===== config.mk =====
export PLATFORM = sky130hd
export DESIGN_NAME = utx_arb_flat
export DESIGN_NICKNAME = d
export VERILOG_FILES = /design/src/rtl/utx_arb_if.sv /design/src/rtl/utx_arb.sv /design/src/flat_wrapper.sv
export SDC_FILE = /design/constraint.sdc
export NUM_CORES = 1
export LEC_CHECK = 0
export ABC_AREA = 1
export BUFFER_PORTS_ARGS = -buffer_cell sky130_fd_sc_hd__buf_2
export CAP_MARGIN = 15
export CORE_ASPECT_RATIO = 1.2
export CORE_MARGIN = 5
export CORE_UTILIZATION = 52
export DETAILED_ROUTE_END_ITERATION = 10
export PLACE_DENSITY = 0.83
export SYNTH_ARGS = -nofsm -noshare
export SYNTH_HDL_FRONTEND = slang
export SYNTH_SLANG_ARGS = --single-unit

===== constraint.sdc =====
create_clock -name clk_sys -period 3.2 [get_ports clk_sys]
set_clock_uncertainty 0.1 [all_clocks]
set_input_delay 0.64 -clock clk_sys [delete_from_list [all_inputs] [get_ports clk_sys]]
set_output_delay 0.64 -clock clk_sys [all_outputs]
set_load 0.01 [all_outputs]

===== src/rtl/utx_arb_if.sv =====
// Requester/PHY-side bundle for utx_arb: byte lanes with req/ack, and the PHY tx strobe.
// master: requesters side (drives req/data); slave: the arbiter.
interface utx_arb_if #(
  parameter int unsigned NREQ = 4,
  parameter int unsigned IW   = 2
);
  logic [NREQ-1:0]   req;
  logic [NREQ*8-1:0] data;
  logic [NREQ-1:0]   ack;
  logic [7:0]        tx_data;
  logic              tx_vld;
  logic              busy;
  logic [IW-1:0]     grant_idx;
  logic [15:0]       tx_cnt;

  modport master (
    output req, data,
    input  ack, tx_data, tx_vld, busy, grant_idx, tx_cnt
  );

  modport slave (
    input  req, data,
    output ack, tx_data, tx_vld, busy, grant_idx, tx_cnt
  );
endinterface


===== src/rtl/utx_arb.sv =====
// utx_arb: round-robin arbiter sharing one UART TX PHY between NREQ byte sources.
// One byte per grant, then a FRAME_US pluse_us hold-off so a PHY frame is never cut short.
// Optional build macro UTX_ARB_HIPRI_EN: lane 0 pre-empts the rotation; lanes 1..NREQ-1
// rotate among themselves. Lane 0 cannot take two consecutive slots while another lane waits.
module utx_arb #(
  parameter int unsigned NREQ     = 4,
  parameter int unsigned FRAME_US = 100,
  parameter int unsigned IW       = 2
) (
  input  logic         clk_sys,
  input  logic         rst,
  input  logic         pluse_us,
  utx_arb_if.slave     bus
);

  localparam int unsigned CW = $clog2(FRAME_US);

  localparam logic [0:0] ST_IDLE = 1'b0;
  localparam logic [0:0] ST_WAIT = 1'b1;

  logic [0:0]      state_q, state_d;
  logic [CW-1:0]   cnt_q, cnt_d;
  logic [NREQ-1:0] ack_q, ack_d;
  logic            tx_vld_q, tx_vld_d;
  logic [7:0]      tx_data_q, tx_data_d;
  logic            busy_q, busy_d;
  logic [IW-1:0]   grant_idx_q, grant_idx_d;
  logic [15:0]     tx_cnt_q, tx_cnt_d;
`ifdef UTX_ARB_HIPRI_EN
  logic [IW-1:0]   rr_q, rr_d;
`endif

  logic [7:0]      lane_c [NREQ];
  logic [IW-1:0]   pick_c;
  logic            pick_vld_c;

  // Unpack the flattened byte lanes
  for (genvar g = 0; g < NREQ; g++) begin : g_lane
    assign lane_c[g] = bus.data[g*8 +: 8];
  end

`ifdef UTX_ARB_HIPRI_EN
  // Lane 0 first unless it took the previous slot; otherwise rotate over lanes 1..NREQ-1
  always_comb begin
    logic [IW-1:0] idx;
    logic          rr_vld;
    logic [IW-1:0] rr_pick;
    idx        = '0;
    rr_vld     = 1'b0;
    rr_pick    = '0;
    pick_c     = '0;
    pick_vld_c = 1'b0;
    for (int unsigned k = 1; k < NREQ; k++) begin
      idx = IW'(32'd1 + ((32'(rr_q) - 32'd1 + k) % (NREQ - 32'd1)));
      if (!rr_vld && bus.req[idx]) begin
        rr_pick = idx;
        rr_vld  = 1'b1;
      end
    end
    if (bus.req[0] && (grant_idx_q != '0 || !rr_vld)) begin
      pick_c     = '0;
      pick_vld_c = 1'b1;
    end else if (rr_vld) begin
      pick_c     = rr_pick;
      pick_vld_c = 1'b1;
    end
  end
`else
  // First requesting lane scanning grant_idx+1, +2, ... modulo NREQ
  always_comb begin
    logic [IW-1:0] idx;
    idx        = '0;
    pick_c     = '0;
    pick_vld_c = 1'b0;
    for (int unsigned k = 1; k <= NREQ; k++) begin
      idx = IW'((32'(grant_idx_q) + k) % NREQ);
      if (!pick_vld_c && bus.req[idx]) begin
        pick_c     = idx;
        pick_vld_c = 1'b1;
      end
    end
  end
`endif

  // Next-state and output logic
  always_comb begin
    state_d     = state_q;
    cnt_d       = cnt_q;
    ack_d       = ack_q;
    tx_vld_d    = tx_vld_q;
    tx_data_d   = tx_data_q;
    busy_d      = busy_q;
    grant_idx_d = grant_idx_q;
    tx_cnt_d    = tx_cnt_q;
`ifdef UTX_ARB_HIPRI_EN
    rr_d        = rr_q;
`endif
    case (state_q)
      ST_IDLE: begin
        if (pick_vld_c) begin
          state_d     = ST_WAIT;
          cnt_d       = '0;
          tx_vld_d    = 1'b1;
          tx_data_d   = lane_c[pick_c];
          ack_d       = NREQ'(1) << pick_c;
          grant_idx_d = pick_c;
          tx_cnt_d    = tx_cnt_q + 16'd1;
          busy_d      = 1'b1;
`ifdef UTX_ARB_HIPRI_EN
          if (pick_c != '0) rr_d = pick_c;
`endif
        end
      end
      ST_WAIT: begin
        tx_vld_d = 1'b0;
        ack_d    = '0;
        if (pluse_us) begin
          if (cnt_q == CW'(FRAME_US - 1)) begin
            cnt_d   = '0;
            busy_d  = 1'b0;
            state_d = ST_IDLE;
          end else begin
            cnt_d = cnt_q + CW'(1);
          end
        end
      end
      default: state_d = ST_IDLE;
    endcase
  end

  // State and output registers; reset overrides everything, including mid-frame
  always_ff @(posedge clk_sys) begin
    if (rst) begin
      state_q     <= ST_IDLE;
      cnt_q       <= '0;
      ack_q       <= '0;
      tx_vld_q    <= 1'b0;
      tx_data_q   <= 8'h00;
      busy_q      <= 1'b0;
      grant_idx_q <= IW'(NREQ - 1);
      tx_cnt_q    <= 16'h0000;
`ifdef UTX_ARB_HIPRI_EN
      rr_q        <= IW'(NREQ - 1);
`endif
    end else begin
      state_q     <= state_d;
      cnt_q       <= cnt_d;
      ack_q       <= ack_d;
      tx_vld_q    <= tx_vld_d;
      tx_data_q   <= tx_data_d;
      busy_q      <= busy_d;
      grant_idx_q <= grant_idx_d;
      tx_cnt_q    <= tx_cnt_d;
`ifdef UTX_ARB_HIPRI_EN
      rr_q        <= rr_d;
`endif
    end
  end

  assign bus.ack       = ack_q;
  assign bus.tx_vld    = tx_vld_q;
  assign bus.tx_data   = tx_data_q;
  assign bus.busy      = busy_q;
  assign bus.grant_idx = grant_idx_q;
  assign bus.tx_cnt    = tx_cnt_q;

endmodule


===== src/flat_wrapper.sv =====
// flat-port wrapper written by rule: the top's interface ports become plain ports
module utx_arb_flat 
#(
  parameter int unsigned NREQ     = 4,
  parameter int unsigned FRAME_US = 100,
  parameter int unsigned IW       = 2
)
  (clk_sys, rst, pluse_us, bus_req, bus_data, bus_ack, bus_tx_data, bus_tx_vld, bus_busy, bus_grant_idx, bus_tx_cnt);
  utx_arb_if #(.NREQ(NREQ), .IW(IW)) bus_i ();
  input  logic clk_sys;
  input  logic rst;
  input  logic pluse_us;
  input wire logic [$bits(bus_i.req)-1:0] bus_req;
  input wire logic [$bits(bus_i.data)-1:0] bus_data;
  output wire logic [$bits(bus_i.ack)-1:0] bus_ack;
  output wire logic [$bits(bus_i.tx_data)-1:0] bus_tx_data;
  output wire logic [$bits(bus_i.tx_vld)-1:0] bus_tx_vld;
  output wire logic [$bits(bus_i.busy)-1:0] bus_busy;
  output wire logic [$bits(bus_i.grant_idx)-1:0] bus_grant_idx;
  output wire logic [$bits(bus_i.tx_cnt)-1:0] bus_tx_cnt;
  assign bus_i.req = bus_req;
  assign bus_i.data = bus_data;
  assign bus_ack = bus_i.ack;
  assign bus_tx_data = bus_i.tx_data;
  assign bus_tx_vld = bus_i.tx_vld;
  assign bus_busy = bus_i.busy;
  assign bus_grant_idx = bus_i.grant_idx;
  assign bus_tx_cnt = bus_i.tx_cnt;
  utx_arb #(.NREQ(NREQ), .FRAME_US(FRAME_US), .IW(IW)) u_core (.clk_sys(clk_sys), .rst(rst), .pluse_us(pluse_us), .bus(bus_i));
endmodule

; Yosys cells after proc, flatten, opt, wreduce, memory -nomap -nowiden
; Index checks and enable logic that the tools add are counted.
[word_totals]
inputBits = 39
wordCells = 69
ff_bits = 40
output_inout_bits = 32
[op_classes]
shifts = 1
order_cmp = 5
eq_ne = 4
n_mux = 34
bitwise = 2
n_reduce_logical = 9
add_sub_neg = 6
[op_table]
columns = op, count
row1 = $mux 7, 3
row2 = $add 16x1->16 const B, 1
row3 = $bmux 8 s2, 1
row4 = $mux 8, 2
row5 = $mux 1, 14
row6 = $pmux 7 s2, 1
row7 = $lt 2x3->1 const B, 4
row8 = $bmux 1 s2, 4
row9 = $mux 2, 4
row10 = $pmux 4 s2, 1
row11 = $add 7x1->7 const B, 1
row12 = $eq 7x7->1 const B, 1
row13 = $pmux 1 s2, 3
row14 = $add 2x1->2 const B, 2
row15 = $add 2x2->2 const B, 2
row16 = $mux 4, 1
row17 = $ne 2x2->1 const B, 2
row18 = $reduce_and 2->1, 2
row19 = $shl 1x2->4 const A, 1
row20 = $ge 3x3->1 const B, 1
row21 = $logic_and 1x1->1, 3
row22 = $logic_not 1->1, 3
row23 = $not 2->3, 1
row24 = $reduce_and 3->1, 1
row25 = other kinds (2), 2

; Depth between registers and ports, before layout
; Gate-level depths: netlist (run 1).
[depth]
depth_word = 17
mapped_depth = 16
mapped_depth_nobuf = 14

; Worst setup path after synthesis (run 1)
; No wires, ideal clock.
[synth_timing]
path_kind = input to register
startpoint = input bus_req[3]
endpoint = register u_core.grant_idx_q[0], in the netlist u_core.bus.grant_idx[0]
required_time_ns = 2.977
setup_ns = 0.123
path_buffers = 1
path_stages = 11
arrival_time_ns = 1.665
setup_slack_ns = 1.312
cell_sequence = nand2_1 > nand2_2 > nand2_1 > nand2_1 > nor2_4 > nand3_4 > nand2_4 > inv_4 > buf_6 > a21oi_1 > o21ai_0
[synth_via]
elab_chain_cells = 13
word_cells_on_any_way = 23
cone_classes = mux (16) / reduce/logical (7)
[synth_lines]
columns = element, line_no
row1 = "start, declared", flat_wrapper.sv:13  ; input wire logic [$bits(bus_i.req)-1:0] bus_req;
row2 = $bmux 1 s2, utx_arb.sv:77  ; if (!pick_vld_c && bus.req[idx]) begin
row3 = $mux 1 (implied by the code), utx_arb.sv:77
row4 = $mux 1, utx_arb.sv:77
row5 = $logic_not 1->1, utx_arb.sv:77
row6 = $logic_and 1x1->1, utx_arb.sv:77
row7 = $mux 1, utx_arb.sv:77
row8 = $logic_not 1->1, utx_arb.sv:77
row9 = $logic_and 1x1->1, utx_arb.sv:77
row10 = $mux 1, utx_arb.sv:77
row11 = $logic_not 1->1, utx_arb.sv:77
row12 = $logic_and 1x1->1, utx_arb.sv:77
row13 = $mux 1, utx_arb.sv:77
row14 = $reduce_and 2->1 (no source line), -
row15 = "end signal, assigned", utx_arb.sv:140  ; grant_idx_q <= IW'(NREQ - 1);
row16 = "end signal, assigned", utx_arb.sv:152  ; grant_idx_q <= grant_idx_d;
row17 = "end, declared", utx_arb.sv:27  ; logic [IW-1:0] grant_idx_q, grant_idx_d;
; Parallel ways exist; a longest one is shown, timed or not. The select of a mux whose other input is x is not followed.
; A chain may end at the register's enable or synchronous reset.

; Final worst setup path (run 1)
[layout_timing]
startpoint = register u_core.grant_idx_q[0], in the netlist u_core.bus.grant_idx[0]
endpoint = register u_core.tx_cnt_q[12], in the netlist u_core.bus.tx_cnt[12]
[layout_via]
elab_chain_cells = 14
word_cells_on_any_way = 23
cone_classes = add/sub (4) / mux (12) / reduce/logical (7)
[layout_lines]
columns = element, line_no
row1 = $add 2x1->2, utx_arb.sv:76  ; idx = IW'((32'(grant_idx_q) + k) % NREQ);
row2 = $bmux 1 s2, utx_arb.sv:77
row3 = $mux 1 (implied by the code), utx_arb.sv:77
row4 = $mux 1, utx_arb.sv:77
row5 = $logic_not 1->1, utx_arb.sv:77
row6 = $logic_and 1x1->1, utx_arb.sv:77
row7 = $mux 1, utx_arb.sv:77
row8 = $logic_not 1->1, utx_arb.sv:77
row9 = $logic_and 1x1->1, utx_arb.sv:77
row10 = $mux 1, utx_arb.sv:77
row11 = $logic_not 1->1, utx_arb.sv:77
row12 = $logic_and 1x1->1, utx_arb.sv:77
row13 = $mux 1 *, utx_arb.sv:77
row14 = $reduce_and 2->1 (no source line) *, -
row15 = "end signal, assigned", utx_arb.sv:153  ; tx_cnt_q <= tx_cnt_d;
row16 = "end, declared", utx_arb.sv:28  ; logic [15:0] tx_cnt_q, tx_cnt_d;
; Every way passes the cells marked *; elsewhere a longest branch is shown, timed or not. The select of a mux whose other input is x is not followed.

==> results.json, run 1 <==
{
  "tritoncts": "done",
  "cts.repair.resized": 0,
  "cp.required_ps": 3280,
  "crit_start": "u_core.bus.grant_idx[0]$_SDFFE_PP1P_",
  "maxSlewHeadroom_pct": 58.7,
  "yosysWarnings": 0,
  "maxCapViolCount": 0,
  "post-route-min-period_ps": 2290,
  "hp-start": "u_core.bus.busy$_SDFFE_PP0P_",
  "grt_pass1_vias": 2420,
  "endpoint_kind": "register",
  "crit_type": "reg2reg",
  "pwr-share-seq_pct": 26.9,
  "row_count": 27,
  "dieArea_um2": 6240,
  "p_leak_nw": 1.33,
  "sw_frac_of_total_pct": 52.0,
  "design.core.area_um2": 4590,
  "busiest_layer": "met2",
  "syn_to_final_growth_pct": 15.6,
  "syn-cell-area_um2": 2470,
  "post_cts.repair.setup_buffers": 0,
  "run_status": "finished clean",
  "rsz0062_at_grt": "no",
  "vias_per_cell": 5.21,
  "p_per_area_nw_per_um2": 915,
  "grt_usage_pct": 20.3,
  "pwr-share-clk_pct": 12.0,
  "synth_top_area_share_pct": 32.4,
  "root_buffer": "clkbuf_8",
  "routedWlPerCell_um": 12.4,
  "clk_pin_slew_ps": 70,
  "hp-class": "reg2reg",
  "mostFrequentLayoutCell": "nand2_1",
  "register_area_um2": 801,
  "synth_largest_area_cell": "dfxtp_1",
  "hpwl_mm": 4.60,
  "routed_wl_mm": 6.02,
  "use_met3_pct": 3.52,
  "dp_slack_ps": 854,
  "finalCritPeriodShare_pct": 71.6,
  "hold_buffers": 0,
  "slew_violations": 0,
  "grt_max_degree": 32,
  "combPwrFrac_pct": 61.1,
  "n_antenna_cell": 0,
  "setup_slack_ps": 908,
  "globalRouteMet1Util_pct": 23.6,
  "synth_area_per_cell_um2": 6.81,
  "ant_nets": 0,
  "critPathLaunchType": "register",
  "crit_arrival_ps": 2370,
  "cts_made_buffers": 5,
  "p_switching_mw": 1.36,
  "synth.area.top_cells": "dfxtp_1, nand2_1, nand3_1, nor2_1, inv_1",
  "clk-insertion-delay-late_ps": 290,
  "synthCells": 363,
  "use_met2_pct": 36.0,
  "cts_sinks": 40,
  "finalSetupViolCount": 0,
  "fin_nets": 467,
  "ys_seq_area_share_pct": 32.4,
  "vias": 2523,
  "synth-seq-cells": 40,
  "cp_max_fo": 31,
  "synth.distinct_cells": 39,
  "gp_congestion": 0.891,
  "start_util_pct": 53.8,
  "io_pins": 71,
  "h-tree-depth": 2,
  "finalHoldViolCount": 0,
  "drive_above_1_share_pct": 25.4,
  "ir_drop_v": 0.000838,
  "n_fill_cell": 483,
  "multi_input_area_um2": 1420,
  "cts_buffer_depth": 2,
  "mostFrequentLayoutCells": "nand2_1, buf_2, nand3_1",
  "grt.overflow.total": 0,
  "setup_tns_ps": 0,
  "fmax_mhz": 436,
  "io_buffers": 70,
  "dr.pass1.iters": 4,
  "r2r_start": "u_core.bus.grant_idx[0]$_SDFFE_PP1P_",
  "die-width_um": 73.0,
  "worstMarginPinSlew_ps": 619,
  "grt_pass1_wl_mm": 10.3,
  "internal-power_mw": 1.26,
  "die_h_um": 85.6,
  "synth_nets": 404,
  "drtIter0Drc": 131,
  "antenna_found_initial": 0,
  "drc": 0
}
==> power by group through the flow <==
stage / combinational, mW / clock, mW / sequential (mW)
CTS: 1.61 / 0.323 / 0.704
detailed placement: 1.60 / 0 / 0.714
finish: 1.60 / 0.314 / 0.704
floorplan: 1.42 / 0 / 0.710
global route: 1.83 / 0.336 / 0.719
global placement: 1.58 / 0 / 0.714
==> critical path, cell delays in order, from the launching register on <==
cell and delay [ps]:
dfxtp_1 620, nand2_1 160, nand2_2 130, nand2_1 70
o21ai_1 90, inv_1 80, nand3_4 120, nand2_4 170
inv_4 280, nand3_1 130, o21ai_0 180, a21oi_1 50
==> cell usage after synthesis, drive strengths merged <==
library cell  number
and3               1
o21a               1
nor2              39
xnor2              3
nand3             51
o31ai              2
xor2               7
clkbuf             4
a41oi              1
nand2            100
ha                 2
nor3               8
o211ai             1
buf               10
nand4              5
a31oi              2
nor3b              1
nor4               4
o21ai             23
a211oi             1
inv               36
dfxtp             40
a21oi             21
==> area by class of cell <==
class,instances,share of cell area [%]
clock inverters,1,0.175
inverters,36,4.99
repair buffers,70,12.2
clock buffers,6,2.54
multi-input cells,273,49.5
flip-flops and latches,40,28.0
well taps,58,2.54
==> worst paths after layout <==
kind                                   endpoint  slack, ps  depth (start not counted)
min                u_core.bus.busy$_SDFFE_PP0P_        350                          2
min reg2reg        u_core.bus.busy$_SDFFE_PP0P_        350                          2
max          u_core.bus.tx_cnt[12]$_SDFFE_PP0P_        910                         11
max reg2reg  u_core.bus.tx_cnt[12]$_SDFFE_PP0P_        910                         11
==> cell families (layout without fill, tap and decap cells) <==
kind of cell,count (synthesis),after routing,share of synthesized area (%)
AND/OR/NAND/NOR,209,209,41.0
AO/OA/AOI/OAI,52,52,11.7
buffers and inverters,50,113,10.4
flip-flops,40,40,32.4
XOR/XNOR,10,10,3.54
adder cells (fa/ha/maj),2,2,1.01
==> state kept, by name, indices dropped and copies added, names as in the netlist <==
name / count
u_core.bus.tx_data: 8
u_core.bus.busy: 1
u_core.bus.tx_cnt: 16
u_core.bus.ack: 4
u_core.cnt_q: 7
u_core.state_q: 1
u_core.bus.grant_idx: 2
u_core.bus.tx_vld: 1
==> per-stage QoR <==
stage	total power [mW]	instance area [µm²]	util [%]	hold slack [ps]	instances
floorplan	2.13	2470	-	369	363
global placement	2.29	2780	60.6	330	477
detailed placement	2.32	2780	60.6	332	477
CTS	2.63	2860	62.3	349	484
global route	2.89	2860	62.3	390	484
finish	2.62	2860	62.3	346	484
==> layer usage <==
layer  part of all wire [%]  up-vias
li1                       -     1317
met1                     42     1127
met2                     50       69
met3                    6.3       10
met4                    1.9        0
met5                      0        -
Power figures use the tool's default switching activity.
==> run 2, diff against run 1 <==
- CORE_UTILIZATION: 52 -> 47
- PLACE_DENSITY: 0.83 -> 0.79
- clock period: 3.2 -> 1.9 ns (I/O delays scaled with it)
==> results.json, run 2 (same netlist as run 1, synthesis figures left out) <==
{
  "hpwl_mm": 5.20,
  "worst_r2r_endpoint": "u_core.bus.tx_data[0]$_SDFFE_PP0P_",
  "antenna_found_initial": 0,
  "clk-insertion-delay-late_ps": 290,
  "worstMarginPinSlew_ps": 438,
  "cts_buffer_depth": 2,
  "finalCritPeriodShare_pct": 103,
  "io_pins": 71,
  "grt_usage_pct": 20.2,
  "dp.cells": 499,
  "mostFrequentLayoutCells": "buf_2, nand2_1, nand3_1",
  "vias": 2760,
  "setup_slack_ps": -49.1,
  "power.total_mw": 6.21,
  "routed_wl_mm": 7.46,
  "slew_violations": 0,
  "clk_pin_slew_ps": 80,
  "ant_nets": 0,
  "dpl_cell_area_um2": 2970,
  "die-width_um": 76.2,
  "cpPeakStageDelay_ps": 370,
  "grt.overflow.total": 0,
  "syn_to_final_growth_pct": 40.4,
  "crit_arrival_ps": 2080,
  "worstPathCellList": "buf_12, inv_6, nand2_4, nand2_4, nand2_1, o21ai_1, inv_1, nand3_4, nand3_4, nor2_4, nand2_1, nand3_2, nor2_1, nor2_1",
  "dieArea_um2": 6820,
  "mostFrequentLayoutCell": "buf_2",
  "violations": "setup timing",
  "grt_pass1_vias": 2583,
  "cts_made_buffers": 5,
  "crit_end": "u_core.bus.tx_data[0]$_SDFFE_PP0P_",
  "finalSetupViolCount": 9,
  "io_buffers": 70,
  "hold_buffers": 0,
  "cp.depth": 14,
  "critPathLaunchType": "register",
  "crit_start": "u_core.bus.grant_idx[0]$_SDFFE_PP1P_",
  "rrSetupSlack_ps": -50,
  "cpMaxStageDelayCell": "dfxtp_4",
  "p_leak_nw": 1.63,
  "final_cells": 521,
  "tritoncts": "done",
  "die_h_um": 89.5,
  "n_antenna_cell": 0,
  "run_status": "complete, but fails checks",
  "r2r_start": "u_core.bus.grant_idx[0]$_SDFFE_PP1P_",
  "p_per_area_nw_per_um2": 1790,
  "rsz0062_at_grt": "yes",
  "h-tree-depth": 2,
  "largest_reg_flops": 16,
  "vias_per_cell": 5.30,
  "routedWlPerCell_um": 14.3,
  "drtIter0Drc": 117,
  "drive_above_1_share_pct": 39.0,
  "dr.pass1.iters": 4,
  "endpoint_kind": "register",
  "ir_drop_v": 0.00115,
  "fin_nets": 499,
  "fmax_mhz": 513,
  "drc": 0,
  "finalHoldViolCount": 0,
  "r2r_cells": 14,
  "row_count": 29,
  "cp_max_fo": 8,
  "maxSlewHeadroom_pct": 70.6,
  "post-route-min-period_ps": 1950,
  "cp.required_ps": 2030,
  "grt_pass1_wl_mm": 11.4,
  "cts_sinks": 40,
  "hp-class": "in2reg",
  "gp_congestion": 0.972,
  "root_buffer": "clkbuf_8",
  "maxCapViolCount": 0,
  "start_util_pct": 47.7,
  "worst-path-buf-inv": 3,
  "critPathTopFamily": "simple AND/OR/NAND/NOR gates",
  "grt_max_degree": 24,
  "stdcell_area_um2": 3470,
  "crit_type": "reg2reg",
  "design.core.area_um2": 5190
}
[run 2: what timing repair did]
action | CTS | global route
pin swaps | 1 | 13
buffers inserted | 1 | 6
gates cloned | 1 | 6
setup endpoints to repair | 16 | 32
endpoints found under the hold margin | 0 | 0
resized for setup | 9 | 60
[run 2: metrics by stage]
stage	TNS [ps]	util, %	hold slack [ps]	setup slack (ps)
after floorplan	0	-	369	93.6
after global placement	-381	57.3	330	-92.1
after detailed placement	-832	57.3	336	-171
after CTS	-3.80	60.6	284	-3.80
after global routing	-2910	66.9	315	-149
final	-167	66.9	282	-49.1
[run 2: worst min-delay path: stages]
cell,delay (ps)
buf_2,80
nand2_1,40
nand2_1,50
nor2_1,40
nor2_1,60
[run 2: metal layers]
layer / share of wire, % / track usage, % / routed length, µm / vias to the layer above
li1: - / - / - / 1385
met1: 37 / 21.8 / 2750 / 1259
met2: 55 / 38.5 / 4070 / 98
met3: 6.2 / 3.33 / 462 / 18
met4: 2.2 / 9.54 / 166 / 0
met5: 0 / 0 / 0 / -
[run 2: how the worst min path moves through the flow]
stage | slack (ps) | to | startpoint | depth (start not counted)
6_report | 280 | u_core.bus.tx_data[6]$_SDFFE_PP0P_ | bus_data[14] | 5
5_1_grt | 320 | u_core.bus.tx_data[6]$_SDFFE_PP0P_ | bus_data[14] | 5
4_1_cts | 280 | u_core.bus.tx_data[5]$_SDFFE_PP0P_ | bus_data[13] | 5
3_5_place_dp | 340 | u_core.bus.busy$_SDFFE_PP0P_ | u_core.bus.busy$_SDFFE_PP0P_ | 2
3_3_place_gp | 330 | u_core.bus.busy$_SDFFE_PP0P_ | u_core.bus.busy$_SDFFE_PP0P_ | 2
2_1_floorplan | 370 | u_core.bus.busy$_SDFFE_PP0P_ | u_core.bus.busy$_SDFFE_PP0P_ | 2
[run 2: power breakdown]
part / total, mW / switching, mW / internal, mW
clock: 0.766 / 0.302 / 0.464
combinational: 4.28 / 2.49 / 1.79
sequential: 1.16 / 0.139 / 1.02
total: 6.21 / 2.94 / 3.27
[run 2: layout make-up]
| type | instances | area, µm² |
|---|---|---|
| fill | 437 | 1720 |
| inverter | 36 | 163 |
| sequential | 40 | 806 |
| multi-input combinational | 274 | 1600 |
| clock buffer | 7 | 96.3 |
| clock inverter | 1 | 30.0 |
| timing repair inverter | 4 | 42.5 |
| tap | 62 | 77.6 |
| timing repair buffer | 97 | 659 |
